[src/rtl/alu_sequencer_if.sv]
// alu_sequencer_if -- request/response handshake and ALU datapath bundle for
// alu_sequencer.
//   REQ_VALID/REQ_READY/REQ_OP/REQ_A/REQ_B : request channel (B[4:0] = shift count)
//   RSP_VALID/RSP_READY/RSP_RESULT         : response channel
//   ALU_A/ALU_B/ALU_RESULT                 : operands to / result from the datapath
//   CISEL/BSEL/OSEL/SHIFT_LA/SHIFT_LR/LOGICAL_OP/ALU_EN : datapath controls
//   BUSY                                   : sequencer not idle
// The slave modport is the sequencer; the master modport is its environment
// (requester, response consumer and ALU datapath).
interface alu_sequencer_if;
  logic        REQ_VALID;
  logic        REQ_READY;
  logic [2:0]  REQ_OP;
  logic [31:0] REQ_A;
  logic [31:0] REQ_B;
  logic [31:0] ALU_A;
  logic [31:0] ALU_B;
  logic        CISEL;
  logic        BSEL;
  logic        SHIFT_LA;
  logic        SHIFT_LR;
  logic        LOGICAL_OP;
  logic [1:0]  OSEL;
  logic        ALU_EN;
  logic [31:0] ALU_RESULT;
  logic        RSP_VALID;
  logic        RSP_READY;
  logic [31:0] RSP_RESULT;
  logic        BUSY;

  modport master (
    output REQ_VALID, REQ_OP, REQ_A, REQ_B, RSP_READY, ALU_RESULT,
    input  REQ_READY, ALU_A, ALU_B, CISEL, BSEL, SHIFT_LA, SHIFT_LR,
           LOGICAL_OP, OSEL, ALU_EN, RSP_VALID, RSP_RESULT, BUSY
  );

  modport slave (
    input  REQ_VALID, REQ_OP, REQ_A, REQ_B, RSP_READY, ALU_RESULT,
    output REQ_READY, ALU_A, ALU_B, CISEL, BSEL, SHIFT_LA, SHIFT_LR,
           LOGICAL_OP, OSEL, ALU_EN, RSP_VALID, RSP_RESULT, BUSY
  );
endinterface

[src/rtl/alu_sequencer.sv]
// alu_sequencer -- sequences one ALU operation at a time through an external
// combinational datapath. Single-pass ops take one EXEC cycle; shift ops
// (010 left, 100 logical right) iterate a shift-by-one B[4:0] times, feeding
// the partial result back into a_reg.
// Ports:
//   CLK   : clock, all state on rising edge
//   RESET : synchronous active-high reset
//   bus   : alu_sequencer_if.slave (request, response and datapath signals)
module alu_sequencer (
  input  logic             CLK,
  input  logic             RESET,
  alu_sequencer_if.slave   bus
);

  typedef enum logic [1:0] {
    IDLE = 2'd0,
    EXEC = 2'd1,
    DONE = 2'd2
  } state_t;

  state_t      state, state_d;
  logic [2:0]  op_reg, op_d;
  logic [31:0] a_reg, a_d;
  logic [31:0] b_reg, b_d;
  logic [4:0]  cnt, cnt_d;
  logic [31:0] res_reg, res_d;

  logic        op_is_shift;
  logic        req_is_shift;

  assign op_is_shift  = (op_reg == 3'b010) || (op_reg == 3'b100);
  assign req_is_shift = (bus.REQ_OP == 3'b010) || (bus.REQ_OP == 3'b100);

  // Datapath control decode, purely from the latched op.
  always_comb begin
    bus.CISEL      = 1'b1;
    bus.BSEL       = 1'b1;
    bus.OSEL       = 2'b10;
    bus.SHIFT_LA   = 1'b0;
    bus.SHIFT_LR   = 1'b1;
    bus.LOGICAL_OP = 1'b0;
    case (op_reg)
      3'b000: begin
        bus.CISEL = 1'b0;
        bus.BSEL  = 1'b0;
        bus.OSEL  = 2'b01;
      end
      3'b001: begin
        bus.OSEL  = 2'b01;
      end
      3'b010: begin
        bus.OSEL     = 2'b00;
        bus.SHIFT_LA = 1'b1;
      end
      3'b011: begin
        bus.CISEL = 1'b0;
        bus.BSEL  = 1'b0;
        bus.OSEL  = 2'b00;
      end
      3'b100: begin
        bus.OSEL     = 2'b00;
        bus.SHIFT_LR = 1'b0;
      end
      3'b101: begin
        bus.BSEL       = 1'b0;
        bus.LOGICAL_OP = 1'b1;
      end
      3'b110: begin
        bus.BSEL = 1'b0;
      end
      default: begin
      end
    endcase
  end

  // Shifts always move by one bit per EXEC cycle.
  assign bus.ALU_A      = a_reg;
  assign bus.ALU_B      = op_is_shift ? 32'd1 : b_reg;
  assign bus.ALU_EN     = (state == EXEC);
  assign bus.REQ_READY  = (state == IDLE);
  assign bus.RSP_VALID  = (state == DONE);
  assign bus.RSP_RESULT = res_reg;
  assign bus.BUSY       = (state != IDLE);

  // Next-state and register-update logic.
  always_comb begin
    state_d = state;
    op_d    = op_reg;
    a_d     = a_reg;
    b_d     = b_reg;
    cnt_d   = cnt;
    res_d   = res_reg;
    case (state)
      IDLE: begin
        if (bus.REQ_VALID) begin
          op_d  = bus.REQ_OP;
          a_d   = bus.REQ_A;
          b_d   = bus.REQ_B;
          cnt_d = bus.REQ_B[4:0];
          // A zero-count shift is the identity: skip EXEC entirely.
          if (req_is_shift && (bus.REQ_B[4:0] == 5'd0)) begin
            res_d   = bus.REQ_A;
            state_d = DONE;
          end else begin
            state_d = EXEC;
          end
        end
      end
      EXEC: begin
        if (op_is_shift) begin
          a_d   = bus.ALU_RESULT;
          cnt_d = cnt - 5'd1;
          if (cnt == 5'd1) begin
            res_d   = bus.ALU_RESULT;
            state_d = DONE;
          end
        end else begin
          res_d   = bus.ALU_RESULT;
          state_d = DONE;
        end
      end
      DONE: begin
        if (bus.RSP_READY) begin
          state_d = IDLE;
        end
      end
      default: begin
        state_d = IDLE;
      end
    endcase
  end

  always_ff @(posedge CLK) begin
    if (RESET) begin
      state   <= IDLE;
      op_reg  <= '0;
      a_reg   <= '0;
      b_reg   <= '0;
      cnt     <= '0;
      res_reg <= '0;
    end else begin
      state   <= state_d;
      op_reg  <= op_d;
      a_reg   <= a_d;
      b_reg   <= b_d;
      cnt     <= cnt_d;
      res_reg <= res_d;
    end
  end

endmodule

[src/flat_wrapper.sv]
// flat-port wrapper written by rule: the top's interface ports become plain ports
module alu_sequencer_flat 
  (CLK, RESET, bus_REQ_VALID, bus_REQ_OP, bus_REQ_A, bus_REQ_B, bus_RSP_READY, bus_ALU_RESULT, bus_REQ_READY, bus_ALU_A, bus_ALU_B, bus_CISEL, bus_BSEL, bus_SHIFT_LA, bus_SHIFT_LR, bus_LOGICAL_OP, bus_OSEL, bus_ALU_EN, bus_RSP_VALID, bus_RSP_RESULT, bus_BUSY);
  alu_sequencer_if bus_i ();
  input  logic CLK;
  input  logic RESET;
  input wire logic [$bits(bus_i.REQ_VALID)-1:0] bus_REQ_VALID;
  input wire logic [$bits(bus_i.REQ_OP)-1:0] bus_REQ_OP;
  input wire logic [$bits(bus_i.REQ_A)-1:0] bus_REQ_A;
  input wire logic [$bits(bus_i.REQ_B)-1:0] bus_REQ_B;
  input wire logic [$bits(bus_i.RSP_READY)-1:0] bus_RSP_READY;
  input wire logic [$bits(bus_i.ALU_RESULT)-1:0] bus_ALU_RESULT;
  output wire logic [$bits(bus_i.REQ_READY)-1:0] bus_REQ_READY;
  output wire logic [$bits(bus_i.ALU_A)-1:0] bus_ALU_A;
  output wire logic [$bits(bus_i.ALU_B)-1:0] bus_ALU_B;
  output wire logic [$bits(bus_i.CISEL)-1:0] bus_CISEL;
  output wire logic [$bits(bus_i.BSEL)-1:0] bus_BSEL;
  output wire logic [$bits(bus_i.SHIFT_LA)-1:0] bus_SHIFT_LA;
  output wire logic [$bits(bus_i.SHIFT_LR)-1:0] bus_SHIFT_LR;
  output wire logic [$bits(bus_i.LOGICAL_OP)-1:0] bus_LOGICAL_OP;
  output wire logic [$bits(bus_i.OSEL)-1:0] bus_OSEL;
  output wire logic [$bits(bus_i.ALU_EN)-1:0] bus_ALU_EN;
  output wire logic [$bits(bus_i.RSP_VALID)-1:0] bus_RSP_VALID;
  output wire logic [$bits(bus_i.RSP_RESULT)-1:0] bus_RSP_RESULT;
  output wire logic [$bits(bus_i.BUSY)-1:0] bus_BUSY;
  assign bus_i.REQ_VALID = bus_REQ_VALID;
  assign bus_i.REQ_OP = bus_REQ_OP;
  assign bus_i.REQ_A = bus_REQ_A;
  assign bus_i.REQ_B = bus_REQ_B;
  assign bus_i.RSP_READY = bus_RSP_READY;
  assign bus_i.ALU_RESULT = bus_ALU_RESULT;
  assign bus_REQ_READY = bus_i.REQ_READY;
  assign bus_ALU_A = bus_i.ALU_A;
  assign bus_ALU_B = bus_i.ALU_B;
  assign bus_CISEL = bus_i.CISEL;
  assign bus_BSEL = bus_i.BSEL;
  assign bus_SHIFT_LA = bus_i.SHIFT_LA;
  assign bus_SHIFT_LR = bus_i.SHIFT_LR;
  assign bus_LOGICAL_OP = bus_i.LOGICAL_OP;
  assign bus_OSEL = bus_i.OSEL;
  assign bus_ALU_EN = bus_i.ALU_EN;
  assign bus_RSP_VALID = bus_i.RSP_VALID;
  assign bus_RSP_RESULT = bus_i.RSP_RESULT;
  assign bus_BUSY = bus_i.BUSY;
  alu_sequencer u_core (.CLK(CLK), .RESET(RESET), .bus(bus_i));
endmodule
[config.mk]
export PLATFORM = sky130hd
export DESIGN_NAME = alu_sequencer_flat
export DESIGN_NICKNAME = d
export VERILOG_FILES = /design/src/rtl/alu_sequencer_if.sv /design/src/rtl/alu_sequencer.sv /design/src/flat_wrapper.sv
export SDC_FILE = /design/constraint.sdc
export NUM_CORES = 1
export LEC_CHECK = 0
export BUFFER_PORTS_ARGS = -buffer_cell sky130_fd_sc_hd__buf_2
export CAP_MARGIN = 20
export CORE_MARGIN = 10
export CORE_UTILIZATION = 47
export DETAILED_ROUTE_END_ITERATION = 10
export PLACE_DENSITY = 0.86
export SLEW_MARGIN = 20
export SYNTH_ARGS = -nofsm -noshare
export SYNTH_HDL_FRONTEND = slang
export SYNTH_SLANG_ARGS = --single-unit
[constraint.sdc]
create_clock -name CLK -period 2.1 [get_ports CLK]
set_input_delay 0.315 -clock CLK [delete_from_list [all_inputs] [get_ports CLK]]
set_output_delay 0.315 -clock CLK [all_outputs]
set_load 0.02 [all_outputs]
==> impl.org <==
** Status
- Status :: finished clean

** Detailed routing
- For this block, the via count after detailed routing is between 4000 and 5000.
- Drt wl/cell :: approximately 17 um
- Final WL :: 14.63 mm
- The detailed router finished its first iteration with 294 violations.
- For this run, the detailed router's first-pass iteration total came to 4.
- In this run the remaining antenna-violating nets after routing total 0.
- After detailed routing, the number of remaining DRC violations is 0.
- In the routed layout, each cell is associated on average with a via count of between 5 and 6.

** Worst setup path
- Worst endpoint data arrival time :: between 1500 and 2000 ps
- Required time at the worst-slack endpoint :: around 1800 ps
- Start-to-end type of the worst setup path :: flip-flop to output pin
- Critical Path Source Type :: flip-flop
- Across all register-to-register paths, the minimum setup slack is 120 ps.
- Reg-to-reg critical path startpoint :: u_core.cnt[1]
- The most critical setup path has its endpoint at bus_ALU_EN.
- Crit path launch :: u_core.state[1]
- Maximum fanout count along the critical path :: 35
- Worst reg-to-reg path cell count :: 7
- STA classifies the critical path endpoint as an output pin.
- End of the worst register-to-register path :: u_core.bus.RSP_RESULT[7]

** Floorplan
- Die X :: roughly 120 um
- The initial utilization of the core area, before any placement, comes to 48.30%.
- The region available for standard cell placement spans about 0.0098 mm2.
- For this design the top-level I/O count stands at 210.
- The die covers roughly 0.014 mm2.
- Core Rows :: 36
- Measured along the y axis, the die boundary spans ~120 um.

** Pwr
- Sequential group share of total power :: 47.7%
- Per report_power, the clock group accounts for between 20% and 30% of the total.
- For this design the static power due to leakage is around 2.7 nW.
- The internal power of the cells totals between 3 and 4 mW.
- In this run switching power makes up 34.07% of total power.
- For this design the ratio of total power to cell area is 788.0 mW/mm2.
- VDD IR max :: between 400 and 500 uV
- Net load switching power :: ~1.6 mW
- Combinational logic is responsible for between 20% and 30% of the overall power.

** Yosys
- Most common cell in the netlist :: sky130_fd_sc_hd__dfxtp_1
- Flops & latches, synth :: between 100 and 150
- Counting flops with an async set or reset pin after synthesis yields a share of 0%.
- Post-synthesis cell area :: 0.004721 mm2
- The share of synthesized area in the top cell type comes to 44.95%.
- Number of flops mapped to enable cells by yosys :: 0
- Sorting the synthesized cells by area gives the leading types as sky130_fd_sc_hd__dfxtp_1 (45%), sky130_fd_sc_hd__a211oi_2 (8.0%), sky130_fd_sc_hd__a21oi_1 (7.5%).
- Area leader, netlist :: sky130_fd_sc_hd__dfxtp_1
- Gate count after technology mapping :: 518
- Each instance of the synthesized netlist takes up on average around 9.1 um2.
- Number of distinct library cell variants in the gate-level netlist after synthesis :: 43
- In the synthesized netlist the dominant register cell turns out to be sky130_fd_sc_hd__dfxtp_1.
- After synthesis, flip-flops and latches occupy 44.95% of the total area.
- During synthesis, Yosys emitted a total of 0 warnings.
- The number of nets handed over by synthesis was slightly above 600.
- Cell types with the highest counts after synthesis :: sky130_fd_sc_hd__dfxtp_1 (106), sky130_fd_sc_hd__nand2_1 (75), sky130_fd_sc_hd__a21oi_1 (71)

** Cells and area
- Nets :: approximately 810
- Cell area after layout :: about 0.006 mm2
- Area Overhead vs Synth :: 28.92%
- Ratio of cells with drive above 1 in the final layout :: between 40% and 50%
- Utilization after layout :: between 60% and 70%

** GRT
- Wire length of the first global-routing pass :: about 23 mm
- The via count of the first global-routing pass came to between 4000 and 5000.
- Largest net degree at the start of global routing :: between 60 and 70
- Number of antenna violations at the first check in global routing :: 0
- Leftover overflow at the end of global routing :: 0
- For this run, the total global-route usage over all layers was measured as 19.33%.

** Timing
- Minimum clock period :: 2013 ps
- Based on the critical path, the design can be clocked at up to 496.8 MHz.
- The worst pin sits at a relative slew slack of 67.14%.
- Across all setup checks in the final design, the least slack found is about 87 ps.
- Setup repair after global routing left no endpoint under its margin.
- At the pin with the least slew margin, the transition time is slightly below 500 ps.
- Post-route setup TNS :: 0 ps
- Final setup vio count :: 0
- WHS :: ~170 ps
- Period utilisation layout :: 95.84%
- The final count of hold timing violations is 0.
- Between clock sinks in the finished design, the worst skew comes to around 9.7 ps.
- Final count of pins violating max slew :: 0

** Worst hold path
- The worst hold path belongs to the class primary input to flip-flop.

** Clock network
- CTS root buffer :: sky130_fd_sc_hd__clkbuf_8
- Clock-pin slew was measured on the worst setup and hold paths at approximately 100 ps.
- Clock latency on the worst-skew pair :: 370 ps
- The H-tree generated during clock tree synthesis spans 3 levels.
- Clk sink count :: between 100 and 150
- Clock tree from TritonCTS :: yes
- Number of buffers created by CTS :: 9
- CTS max path bufs :: 2

** Placed design
- Port buffering added about 210 buffers.
- At the end of routability-driven placement, the weighted congestion stood at 0.8464.
- Detailed placement ended at an HPWL of 11.15 mm.
- Summing all placed instances gives a cell area of ~0.0059 mm2.
- Worst-case setup slack after placement :: around 150 ps

** Flow run
- Total of max-cap violations :: 0
cell usage in the layout (no fill, tap or decap), types with 2 or more instances in the layout:
| cell | n |
|---|---|
| sky130_fd_sc_hd__a211oi_1 | 34 |
| sky130_fd_sc_hd__a211oi_2 | 30 |
| sky130_fd_sc_hd__a21oi_1 | 71 |
| sky130_fd_sc_hd__a31oi_1 | 3 |
| sky130_fd_sc_hd__and2_1 | 2 |
| sky130_fd_sc_hd__buf_12 | 5 |
| sky130_fd_sc_hd__buf_2 | 208 |
| sky130_fd_sc_hd__buf_4 | 10 |
| sky130_fd_sc_hd__buf_6 | 2 |
| sky130_fd_sc_hd__clkbuf_8 | 10 |
| sky130_fd_sc_hd__dfxtp_1 | 104 |
| sky130_fd_sc_hd__dfxtp_2 | 2 |
| sky130_fd_sc_hd__ha_1 | 2 |
| sky130_fd_sc_hd__inv_1 | 5 |
| sky130_fd_sc_hd__inv_6 | 2 |
| sky130_fd_sc_hd__mux2i_1 | 32 |
| sky130_fd_sc_hd__nand2_1 | 75 |
| sky130_fd_sc_hd__nor2_1 | 37 |
| sky130_fd_sc_hd__nor2b_1 | 33 |
| sky130_fd_sc_hd__nor3_1 | 3 |
| sky130_fd_sc_hd__nor3b_1 | 3 |
| sky130_fd_sc_hd__o21ai_0 | 4 |
| sky130_fd_sc_hd__or2_2 | 2 |
| sky130_fd_sc_hd__or3b_2 | 2 |
| sky130_fd_sc_hd__xnor2_1 | 2 |
| sky130_fd_sc_hd__xor2_1 | 2 |
logic make-up after synthesis:
group	count (synthesis)	share of synthesized area, %
buffers and inverters	55	6.176
XOR/XNOR	5	0.9278
AND/OR/NAND/NOR	166	16.46
AO/OA/AOI/OAI	151	23.93
adder cells (fa/ha/maj)	2	0.5300
flip-flops	106	44.95
multiplexers	33	7.024
cell type report:
class                      count  area (um2)
sequential                   106        2125
timing repair buffer         226        1264
antenna                        1       2.502
clock inverter                 5       38.79
multi-input combinational    357        2330
tap                          133       166.4
fill                         820        3689
clock buffer                  10       137.6
inverter                       6       22.52
critical path: stages, from the launching register on:
cell	delay, ps
sky130_fd_sc_hd__dfxtp_1	400
sky130_fd_sc_hd__nand2b_2	290
sky130_fd_sc_hd__inv_2	150
sky130_fd_sc_hd__buf_12	260
sky130_fd_sc_hd__buf_2	220
routing by layer:
layer	routed length, um	vias up	GRT usage (%)
met1	5891	2097	21.65
met3	1402	24	7.725
met4	282	0	6.033
met5	0	-	0
met2	7058	204	33.05
li1	-	2174	-
how the worst min path moves through the flow:
stage / from / end / depth (start not counted)
6_report: bus_REQ_B[30] / u_core.b_reg[30] / 3
2_1_floorplan: u_core.b_reg[0] / u_core.b_reg[0] / 2
3_5_place_dp: u_core.b_reg[2] / u_core.b_reg[2] / 2
4_1_cts: bus_REQ_B[30] / u_core.b_reg[30] / 3
5_1_grt: bus_REQ_B[26] / u_core.b_reg[26] / 3
3_3_place_gp: u_core.b_reg[7] / u_core.b_reg[7] / 2
power groups by stage:
stage,clock (mW),combinational [mW],sequential [mW]
2_1_floorplan,0,0.749,2.45
3_3_place_gp,0,1.28,2.32
3_5_place_dp,0,1.33,2.33
4_1_cts,1.19,1.34,2.29
5_1_grt,1.28,1.46,2.31
6_report,1.16,1.34,2.29
per-stage QoR:
| step | cells | power [mW] |
|---|---|---|
| 5_1_grt | 843 | 5.050 |
| 2_1_floorplan | 518 | 3.202 |
| 3_5_place_dp | 827 | 3.665 |
| 4_1_cts | 842 | 4.817 |
| 6_report | 844 | 4.795 |
| 3_3_place_gp | 827 | 3.605 |
what timing repair did:
item	4_1_cts	5_1_grt
gates resized for setup	3	3
hold buffers	0	0
endpoints found under the setup margin	28	4
cloned	0	1
pin swaps	0	0
buffers inserted	0	0
Power figures use the tool's default switching activity.
